File: src/rtl/main_mem_arbiter_pkg.sv
// Shared types for the main-memory arbiter.
// Optional perf counters: MAIN_MEM_ARB_PERF_EN.
package main_mem_arb_pkg;

  localparam int CNT_W = 4;

  typedef enum logic [1:0] {
    IDLE,
    ISSUE,
    WAIT,
    RESP
  } arb_state_t;

  typedef enum logic {
    OWN_I,
    OWN_D
  } owner_t;

endpackage

File: src/rtl/main_mem_arbiter_if.sv
// Requester and memory-port bundle for the arbiter.
// slave = arbiter side, master = requesters/memory side.
interface main_mem_arbiter_if #(
  parameter int DATA_WIDTH = 32
);

  logic                  i_req;
  logic [DATA_WIDTH-1:0] i_addr;
  logic                  i_ack;
  logic [DATA_WIDTH-1:0] i_rdata;
  logic                  d_req;
  logic                  d_we;
  logic [DATA_WIDTH-1:0] d_addr;
  logic [DATA_WIDTH-1:0] d_wdata;
  logic                  d_ack;
  logic [DATA_WIDTH-1:0] d_rdata;
  logic [DATA_WIDTH-1:0] mem_addr;
  logic                  mem_re;
  logic                  mem_we;
  logic [DATA_WIDTH-1:0] mem_wd;
  logic [DATA_WIDTH-1:0] mem_rd;
  logic                  stall_f;
  logic                  stall_m;

  modport slave (
    input  i_req, i_addr,
    input  d_req, d_we, d_addr, d_wdata,
    input  mem_rd,
    output i_ack, i_rdata,
    output d_ack, d_rdata,
    output mem_addr, mem_re, mem_we, mem_wd,
    output stall_f, stall_m
  );

  modport master (
    output i_req, i_addr,
    output d_req, d_we, d_addr, d_wdata,
    output mem_rd,
    input  i_ack, i_rdata,
    input  d_ack, d_rdata,
    input  mem_addr, mem_re, mem_we, mem_wd,
    input  stall_f, stall_m
  );

endinterface

File: src/rtl/main_mem_arbiter_picker.sv
// Round-robin choice between I and D refill requests.
// On a tie the side not granted last time wins.
module arb_rr_picker
  import main_mem_arb_pkg::*;
(
  input  logic   i_req,
  input  logic   d_req,
  input  owner_t last_grant,
  output logic   grant_valid,
  output owner_t grant_owner
);

  // Pick the owner; ties alternate on last_grant.
  always_comb begin
    grant_valid = i_req | d_req;
    grant_owner = OWN_I;
    unique case (1'b1)
      (i_req && d_req):
        grant_owner = (last_grant == OWN_I) ? OWN_D : OWN_I;
      (d_req && !i_req):
        grant_owner = OWN_D;
      default:
        grant_owner = OWN_I;
    endcase
  end

endmodule

File: src/rtl/main_mem_arbiter.sv
// Shares one main-memory port between I and D refill.
// Optional perf counters: MAIN_MEM_ARB_PERF_EN.
module main_mem_arbiter
  import main_mem_arb_pkg::*;
#(
  parameter int DATA_WIDTH  = 32,
  parameter int MEM_LATENCY = 4
) (
  input logic                clk,
  input logic                reset,
`ifdef MAIN_MEM_ARB_PERF_EN
  output logic [31:0]        perf_conflicts,
  output logic [31:0]        perf_i_grants,
  output logic [31:0]        perf_d_grants,
`endif
  main_mem_arbiter_if.slave  bus
);

  arb_state_t            state;
  owner_t                owner;
  owner_t                last_grant;
  owner_t                grant_owner;
  logic                  grant_valid;
  logic [CNT_W-1:0]      cnt;
  logic [DATA_WIDTH-1:0] addr_q;
  logic [DATA_WIDTH-1:0] wdata_q;
  logic [DATA_WIDTH-1:0] i_rdata_q;
  logic [DATA_WIDTH-1:0] d_rdata_q;
  logic                  we_q;
  logic                  i_ack_w;
  logic                  d_ack_w;
  logic                  grant;

  arb_rr_picker u_picker (
    .i_req       (bus.i_req),
    .d_req       (bus.d_req),
    .last_grant  (last_grant),
    .grant_valid (grant_valid),
    .grant_owner (grant_owner)
  );

  assign grant = (state == IDLE) && grant_valid;

  // Issue / fixed-latency wait / response sequencer.
  always_ff @(posedge clk or negedge reset) begin
    if (!reset) begin
      state      <= IDLE;
      owner      <= OWN_I;
      last_grant <= OWN_I;
      cnt        <= '0;
      addr_q     <= '0;
      wdata_q    <= '0;
      we_q       <= 1'b0;
      i_rdata_q  <= '0;
      d_rdata_q  <= '0;
    end else begin
      unique case (state)
        IDLE: begin
          if (grant_valid) begin
            owner      <= grant_owner;
            last_grant <= grant_owner;
            if (grant_owner == OWN_D) begin
              addr_q  <= bus.d_addr;
              we_q    <= bus.d_we;
              wdata_q <= bus.d_wdata;
            end else begin
              addr_q  <= bus.i_addr;
              we_q    <= 1'b0;
              wdata_q <= '0;
            end
            state <= ISSUE;
          end
        end
        ISSUE: begin
          cnt   <= CNT_W'(MEM_LATENCY - 1);
          state <= WAIT;
        end
        WAIT: begin
          if (cnt == '0) begin
            if (!we_q) begin
              if (owner == OWN_D) d_rdata_q <= bus.mem_rd;
              else                i_rdata_q <= bus.mem_rd;
            end
            state <= RESP;
          end else begin
            cnt <= cnt - 1'b1;
          end
        end
        RESP: begin
          state <= IDLE;
        end
        default: begin
          state <= IDLE;
        end
      endcase
    end
  end

  assign i_ack_w = (state == RESP) && (owner == OWN_I);
  assign d_ack_w = (state == RESP) && (owner == OWN_D);

  assign bus.i_ack    = i_ack_w;
  assign bus.d_ack    = d_ack_w;
  assign bus.i_rdata  = i_rdata_q;
  assign bus.d_rdata  = d_rdata_q;
  assign bus.mem_re   = (state == ISSUE) && !we_q;
  assign bus.mem_we   = (state == ISSUE) && we_q;
  assign bus.mem_addr = {addr_q[DATA_WIDTH-1:2], 2'b00};
  assign bus.mem_wd   = wdata_q;
  assign bus.stall_f  = bus.i_req & ~i_ack_w;
  assign bus.stall_m  = bus.d_req & ~d_ack_w;

`ifdef MAIN_MEM_ARB_PERF_EN
  logic conflict;

  assign conflict = bus.i_req & bus.d_req & ~i_ack_w & ~d_ack_w;

  // Contention and per-requester grant counters.
  always_ff @(posedge clk or negedge reset) begin
    if (!reset) begin
      perf_conflicts <= '0;
      perf_i_grants  <= '0;
      perf_d_grants  <= '0;
    end else begin
      if (conflict)
        perf_conflicts <= perf_conflicts + 32'd1;
      if (grant && grant_owner == OWN_I)
        perf_i_grants <= perf_i_grants + 32'd1;
      if (grant && grant_owner == OWN_D)
        perf_d_grants <= perf_d_grants + 32'd1;
    end
  end
`endif

endmodule

File: src/flat_wrapper.sv
// flat-port wrapper written by rule: the top's interface ports become plain ports
module main_mem_arbiter_flat import main_mem_arb_pkg::*;
#(
  parameter int DATA_WIDTH  = 32,
  parameter int MEM_LATENCY = 4
)
  (clk, reset, bus_i_req, bus_i_addr, bus_d_req, bus_d_we, bus_d_addr, bus_d_wdata, bus_mem_rd, bus_i_ack, bus_i_rdata, bus_d_ack, bus_d_rdata, bus_mem_addr, bus_mem_re, bus_mem_we, bus_mem_wd, bus_stall_f, bus_stall_m);
  main_mem_arbiter_if #(.DATA_WIDTH(DATA_WIDTH)) bus_i ();
  input logic clk;
  input logic reset;
  input wire logic [$bits(bus_i.i_req)-1:0] bus_i_req;
  input wire logic [$bits(bus_i.i_addr)-1:0] bus_i_addr;
  input wire logic [$bits(bus_i.d_req)-1:0] bus_d_req;
  input wire logic [$bits(bus_i.d_we)-1:0] bus_d_we;
  input wire logic [$bits(bus_i.d_addr)-1:0] bus_d_addr;
  input wire logic [$bits(bus_i.d_wdata)-1:0] bus_d_wdata;
  input wire logic [$bits(bus_i.mem_rd)-1:0] bus_mem_rd;
  output wire logic [$bits(bus_i.i_ack)-1:0] bus_i_ack;
  output wire logic [$bits(bus_i.i_rdata)-1:0] bus_i_rdata;
  output wire logic [$bits(bus_i.d_ack)-1:0] bus_d_ack;
  output wire logic [$bits(bus_i.d_rdata)-1:0] bus_d_rdata;
  output wire logic [$bits(bus_i.mem_addr)-1:0] bus_mem_addr;
  output wire logic [$bits(bus_i.mem_re)-1:0] bus_mem_re;
  output wire logic [$bits(bus_i.mem_we)-1:0] bus_mem_we;
  output wire logic [$bits(bus_i.mem_wd)-1:0] bus_mem_wd;
  output wire logic [$bits(bus_i.stall_f)-1:0] bus_stall_f;
  output wire logic [$bits(bus_i.stall_m)-1:0] bus_stall_m;
  assign bus_i.i_req = bus_i_req;
  assign bus_i.i_addr = bus_i_addr;
  assign bus_i.d_req = bus_d_req;
  assign bus_i.d_we = bus_d_we;
  assign bus_i.d_addr = bus_d_addr;
  assign bus_i.d_wdata = bus_d_wdata;
  assign bus_i.mem_rd = bus_mem_rd;
  assign bus_i_ack = bus_i.i_ack;
  assign bus_i_rdata = bus_i.i_rdata;
  assign bus_d_ack = bus_i.d_ack;
  assign bus_d_rdata = bus_i.d_rdata;
  assign bus_mem_addr = bus_i.mem_addr;
  assign bus_mem_re = bus_i.mem_re;
  assign bus_mem_we = bus_i.mem_we;
  assign bus_mem_wd = bus_i.mem_wd;
  assign bus_stall_f = bus_i.stall_f;
  assign bus_stall_m = bus_i.stall_m;
  main_mem_arbiter #(.DATA_WIDTH(DATA_WIDTH), .MEM_LATENCY(MEM_LATENCY)) u_core (.clk(clk), .reset(reset), .bus(bus_i));
endmodule
File: config.mk
export PLATFORM = sky130hd
export DESIGN_NAME = main_mem_arbiter_flat
export DESIGN_NICKNAME = d
export VERILOG_FILES = /design/src/rtl/main_mem_arbiter_pkg.sv /design/src/rtl/main_mem_arbiter_if.sv /design/src/rtl/main_mem_arbiter_picker.sv /design/src/rtl/main_mem_arbiter.sv /design/src/flat_wrapper.sv
export SDC_FILE = /design/constraint.sdc
export NUM_CORES = 1
export LEC_CHECK = 0
export CAP_MARGIN = 20
export CORE_MARGIN = 1.5
export CORE_UTILIZATION = 44
export CTS_CLUSTER_DIAMETER = 100
export DETAILED_ROUTE_END_ITERATION = 10
export PLACE_DENSITY_LB_ADDON = 0.25
export SYNTH_ARGS = -nofsm -noshare
export SYNTH_HDL_FRONTEND = slang
export SYNTH_SLANG_ARGS = --single-unit
File: constraint.sdc
create_clock -name clk -period 4.71 [get_ports clk]
set_input_delay 0.471 -clock clk [delete_from_list [all_inputs] [get_ports clk]]
set_output_delay 0.471 -clock clk [all_outputs]
set_load 0.02 [all_outputs]
## Word-level counts from Yosys, hierarchy flattened

Cells that the tools add are included.
Widths: inputs -> output; s select.

| word-level totals | value |
|---|---|
| memories | 0 |
| bits in read-only memories | 0 |
| register bits | 136 |
| latch bits | 0 |
| output and inout port bits | 134 |
| bits in writable memories | 0 |

| operators by class | value |
|---|---|
| mux-type cells | 10 |
| equality and inequality tests | 6 |
| reduce and logical (&&, ||, !) cells | 16 |
| div/mod/pow operators | 0 |
| bitwise gates (word level) | 7 |
| shift operators | 0 |
| add/sub/neg operators | 1 |
| $lt $le $gt $ge | 0 |
| $mul | 0 |

Operators by type and width:

| kind | number |
|---|---|
| $mux 32 | 2 |
| $pmux 2 s4 | 1 |
| $pmux 4 s2 | 1 |
| $reduce_and 4->1 | 2 |
| $logic_and 1x1->1 | 6 |
| $reduce_and 2->1 | 3 |
| $eq 2x2->1 const B | 2 |
| $logic_not 4->1 | 1 |
| $mux 2 | 2 |
| $mux 4 | 1 |
| $ne 2x1->1 const B | 2 |
| $not 1->1 | 4 |
| $sub 4x1->4 const B | 1 |
| $and 1x1->1 | 2 |
| $eq 2x1->1 const B | 1 |
| $logic_not 1->1 | 2 |
| $logic_not 2->1 | 1 |
| $mux 1 | 2 |
| $ne 2x2->1 const B | 1 |
| $pmux 1 s2 | 1 |
| $reduce_bool 2->1 | 1 |
| $or 1x1->1 | 1 |

## Longest topological paths before layout

| depth | value |
|---|---|
| word-level depth | 4 |
| gate-level depth with buffers | 7 |

## Modules after synthesis

From an unflattened synthesis, not the netlist that was laid out.

| unflattened totals | value |
|---|---|
| cell total of the unflattened synthesis | 463 |
| area, all modules | 5,785.5 um^2 |

By module, submodules not included:

| module | area each (um^2) | cells an instance | instances |
|---|---|---|---|
| main_mem_arbiter | 5,771.8 | 461 | 1 |
| arb_rr_picker | 13.8 | 2 | 1 |

## Least setup slack after synthesis

No wires, ideal clock.

| timing path | value |
|---|---|
| path kind | register to register |
| start point | register u_core.cnt[0] |
| end point | register u_core.i_rdata_q[0], in the netlist u_core.bus.i_rdata[0] |
| stages on the path, launching flop included | 8 |
| buffers on the path | 2 |
| library setup time | 0.125 ns |
| arrival | 2.045 ns |
| slack | 2.540 ns |
| cell sequence | dfrtp_1 -> inv_1 -> ha_1 -> or3b_4 -> or4b_4 -> buf_6 -> buf_12 -> mux2_4 |

| between the ends | value |
|---|---|
| longest elaborated chain between the ends | 2 |

Ends and longest elaborated chain:

| item | line | text |
|---|---|---|
| from (decl) | main_mem_arbiter.sv:24 | `logic [CNT_W-1:0] cnt;` |
| from (signal assigned) | main_mem_arbiter.sv:75 | `cnt <= CNT_W'(MEM_LATENCY - 1);` |
| from (signal assigned) | main_mem_arbiter.sv:86 | `cnt <= cnt - 1'b1;` |
| $logic_not 4->1 | main_mem_arbiter.sv:79 | `if (cnt == '0) begin` |
| $reduce_and 4->1 (no source line) | n/a |  |
| to (signal assigned) | main_mem_arbiter.sv:82 | `else i_rdata_q <= bus.mem_rd;` |
| to (decl) | main_mem_arbiter.sv:27 | `logic [DATA_WIDTH-1:0] i_rdata_q;` |

Every way passes these cells.
A chain may end at the register's enable or synchronous reset.

## Final worst setup path

| timing path | value |
|---|---|
| start point | register u_core.state[0] |
| end point | output port bus_stall_m |

| between the ends | value |
|---|---|
| longest elaborated chain between the ends | 4 |

Ends and longest elaborated chain:

| item | line | text |
|---|---|---|
| from (decl) | main_mem_arbiter.sv:19 | `arb_state_t state;` |
| from (signal assigned) | main_mem_arbiter.sv:47 | `state <= IDLE;` |
| from (signal assigned) | main_mem_arbiter.sv:71 | `state <= ISSUE;` |
| from (signal assigned) | main_mem_arbiter.sv:76 | `state <= WAIT;` |
| $eq 2x2->1 | main_mem_arbiter.sv:100 | `assign d_ack_w = (state == RESP) && (owner == OWN_D);` |
| $logic_and 1x1->1 | main_mem_arbiter.sv:100 |  |
| $not 1->1 | main_mem_arbiter.sv:111 | `assign bus.stall_m = bus.d_req & ~d_ack_w;` |
| $and 1x1->1 | main_mem_arbiter.sv:111 |  |
| to (decl) | flat_wrapper.sv:27 | `output wire logic [$bits(bus_i.stall_m)-1:0] bus_stall_m;` |

Every way passes these cells.

==> qor.txt <==
IO Count: 267
Avg Cell Area, Syn: 14.1 um2
Slew @ Worst Pin: 0.964 ns
first-pass GRT wire length: 22.0 mm
Hold Path Class: primary input to asynchronous set/reset pin
Vias/cell: 4.88
H-tree Lvls: 4
nets@finish: 787
fin area: 8880 um2
Sum Neg Setup Slack: 0 ns
Final GP Congestion: 0.723
CTS-repair resized insts: 0
pwr/cell area: 709 nW/um2
drt wl/cell: 16.8 um
root buf cell: clkbuf_16
flops & latches, synth: 134
# hold bufs at CTS: 0
Synth Cell Area: 5520 um2
leading area contributor after synthesis: dfrtp_1
sequential area share after synthesis: 0.608
largest net degree at the start of global routing: 103
Rows: 40
FFs w/ async S/R, synth: 1.00
outcome: finished, final reports clean
WP data arrival: 2.00 ns
total power draw: 0.00629 W
top post-synthesis cells by area: dfrtp_1, mux2_4, mux2_2
crit-path max FO: 4
number of synthesized flops with an enable pin: 0
type of origin of the critical path: register
Worst Path Required: 4.24 ns
PortBufs: 260
fraction of layout instances using a drive strength above 1: 0.165
Mapped Cells: 391
post-place instance area: 8220 um2
# Post-CTS Setup Buffers: 0
vias in the first global route: 4409
drt total wl: 14.0 mm
worst vdd ir: 0.000303 V
DRC: 0
Crit. End Element: primary output
Vias: 4052
# clock sinks: 134
core area: 12100 um2
drt pass-1 iters: 4
setup ws final: 2.24 ns
Leakage: 4.06 nW
crit share post-route: 0.524
die area: 13200 um2
CTS max path bufs: 2
Setup WS pre-CTS: 1.99 ns
DP Wirelength: 9.93 mm
clk slew on worst S/H paths: 0.06 ns
die height: 115 um
antenna violations before repair: 0
crit path time final: 2.47 ns
Area Overhead vs Synth: 60.9%
Min Hold Slack: 0.165 ns
GRT Total Usage: 0.220
diode count: 0
Post-synth top flop: dfrtp_1
final hold vios: 0
max_cap viols: 0
Starting Density: 0.455
CTS Buf Count: 17
worst-case clock skew: 0.00747 ns
Yosys top cell area share: 0.608
WS Path Type: register to primary output
Iteration-0 DRC Markers: 176
FMAX: 0.405 GHz
global route overflow: 0
max-slew violation count: 0
CTS tree: yes
count leader, synth: dfrtp_1
Syn. warnings: 0
Rel. slew slack: 0.356
latest clock arrival within the worst-skew pair: 0.42 ns
Die Wd: 115 um
RSZ-0062 raised after global routing: no
Setup violations, final: 0
Post-DRT Antenna Nets: 0
Cell variety after synth: 31
most instantiated cells after synthesis: dfrtp_1, mux2_2, a22o_1, o21ai_0, mux2i_1
==> registers in the layout (all words and copies together) (netlist names) <==
name	count
u_core.bus.d_rdata	32
u_core.cnt	4
u_core.we_q	1
u_core.bus.mem_wd	32
u_core.state	2
u_core.addr_q	30
u_core.bus.i_rdata	32
u_core.owner	1
==> cell families after synthesis <==
family / count (synthesis) / synth area share
AOI/OAI and AO/OA: 71 / 0.0898
adders and majority gates: 5 / 0.0113
buffers and inverters: 32 / 0.0340
DFF: 134 / 0.608
muxes: 97 / 0.211
other: 1 / 0.000680
and+or+nand+nor: 51 / 0.0451
==> through the flow <==
step                 util  cells
floorplan               -    392
CTS                 0.733    830
global placement    0.679    798
detailed placement  0.679    798
finish              0.733    830
global route        0.733    830
==> area by class of cell <==
| class | instances | area (um2) |
|---|---|---|
| timing repair buffer | 264 | 2630 |
| inverter | 6 | 22.5 |
| sequential | 134 | 3350 |
| multi-input combinational | 226 | 2000 |
| fill | 855 | 3230 |
| tap | 168 | 210 |
| clock buffer | 22 | 494 |
| clock inverter | 10 | 164 |
==> per-layer routing <==
layer,up-vias,part of all wire,GRT usage,routed length [um]
met5,-,0,0,0
met4,0,0.022,0.0905,301
met3,23,0.099,0.0986,1380
met2,179,0.49,0.360,6790
met1,1950,0.39,0.253,5510
li1,1900,-,-,-
==> critical path, cell delays in order (launching register included) <==
cell,delay (ns)
dfrtp_1,0.40
ha_1,0.22
and2_1,0.17
nor2b_1,0.13
clkdlybuf4s50_1,0.66
==> worst paths after layout <==
path / to / depth (start not counted) / from / slack (ns)
min in group clk: u_core.addr_q[13]$_DFFE_PN0P_ / 2 / u_core.addr_q[13]$_DFFE_PN0P_ / 0.48
max in group asynchronous: u_core.bus.mem_wd[20]$_DFFE_PN0P_ / 2 / reset / 3.56
min: u_core.bus.i_rdata[20]$_DFFE_PN0P_ / 1 / reset / 0.16
min reg2reg: u_core.addr_q[13]$_DFFE_PN0P_ / 2 / u_core.addr_q[13]$_DFFE_PN0P_ / 0.48
max reg2reg: u_core.bus.i_rdata[29]$_DFFE_PN0P_ / 5 / u_core.cnt[0]$_DFFE_PN0P_ / 2.28
max: bus_stall_m / 4 / u_core.state[0]$_DFFE_PN0P_ / 2.24
==> cells in the final DEF, fill, tap and decap left out, types with 2 or more instances in the layout <==
cell type / count
a22o_1: 33
and2_1: 2
buf_4: 4
bufinv_16: 4
clkbuf_16: 17
clkbuf_8: 5
clkdlybuf4s50_1: 259
clkinv_2: 2
conb_1: 2
dfrtp_1: 134
ha_1: 5
inv_1: 6
inv_6: 3
mux2_2: 35
mux2_4: 30
mux2i_1: 32
nand2_1: 31
nor2_1: 3
nor2b_1: 6
o21ai_0: 32
==> power by group <==
group / internal (W) / switching, W / leakage [nW]
clock: 0.000960 / 0.000489 / 0.324
sequential: 0.00168 / 0.000310 / 1.68
combinational: 0.00150 / 0.00136 / 2.06
Note: power is estimated with default switching activity, not from simulation.
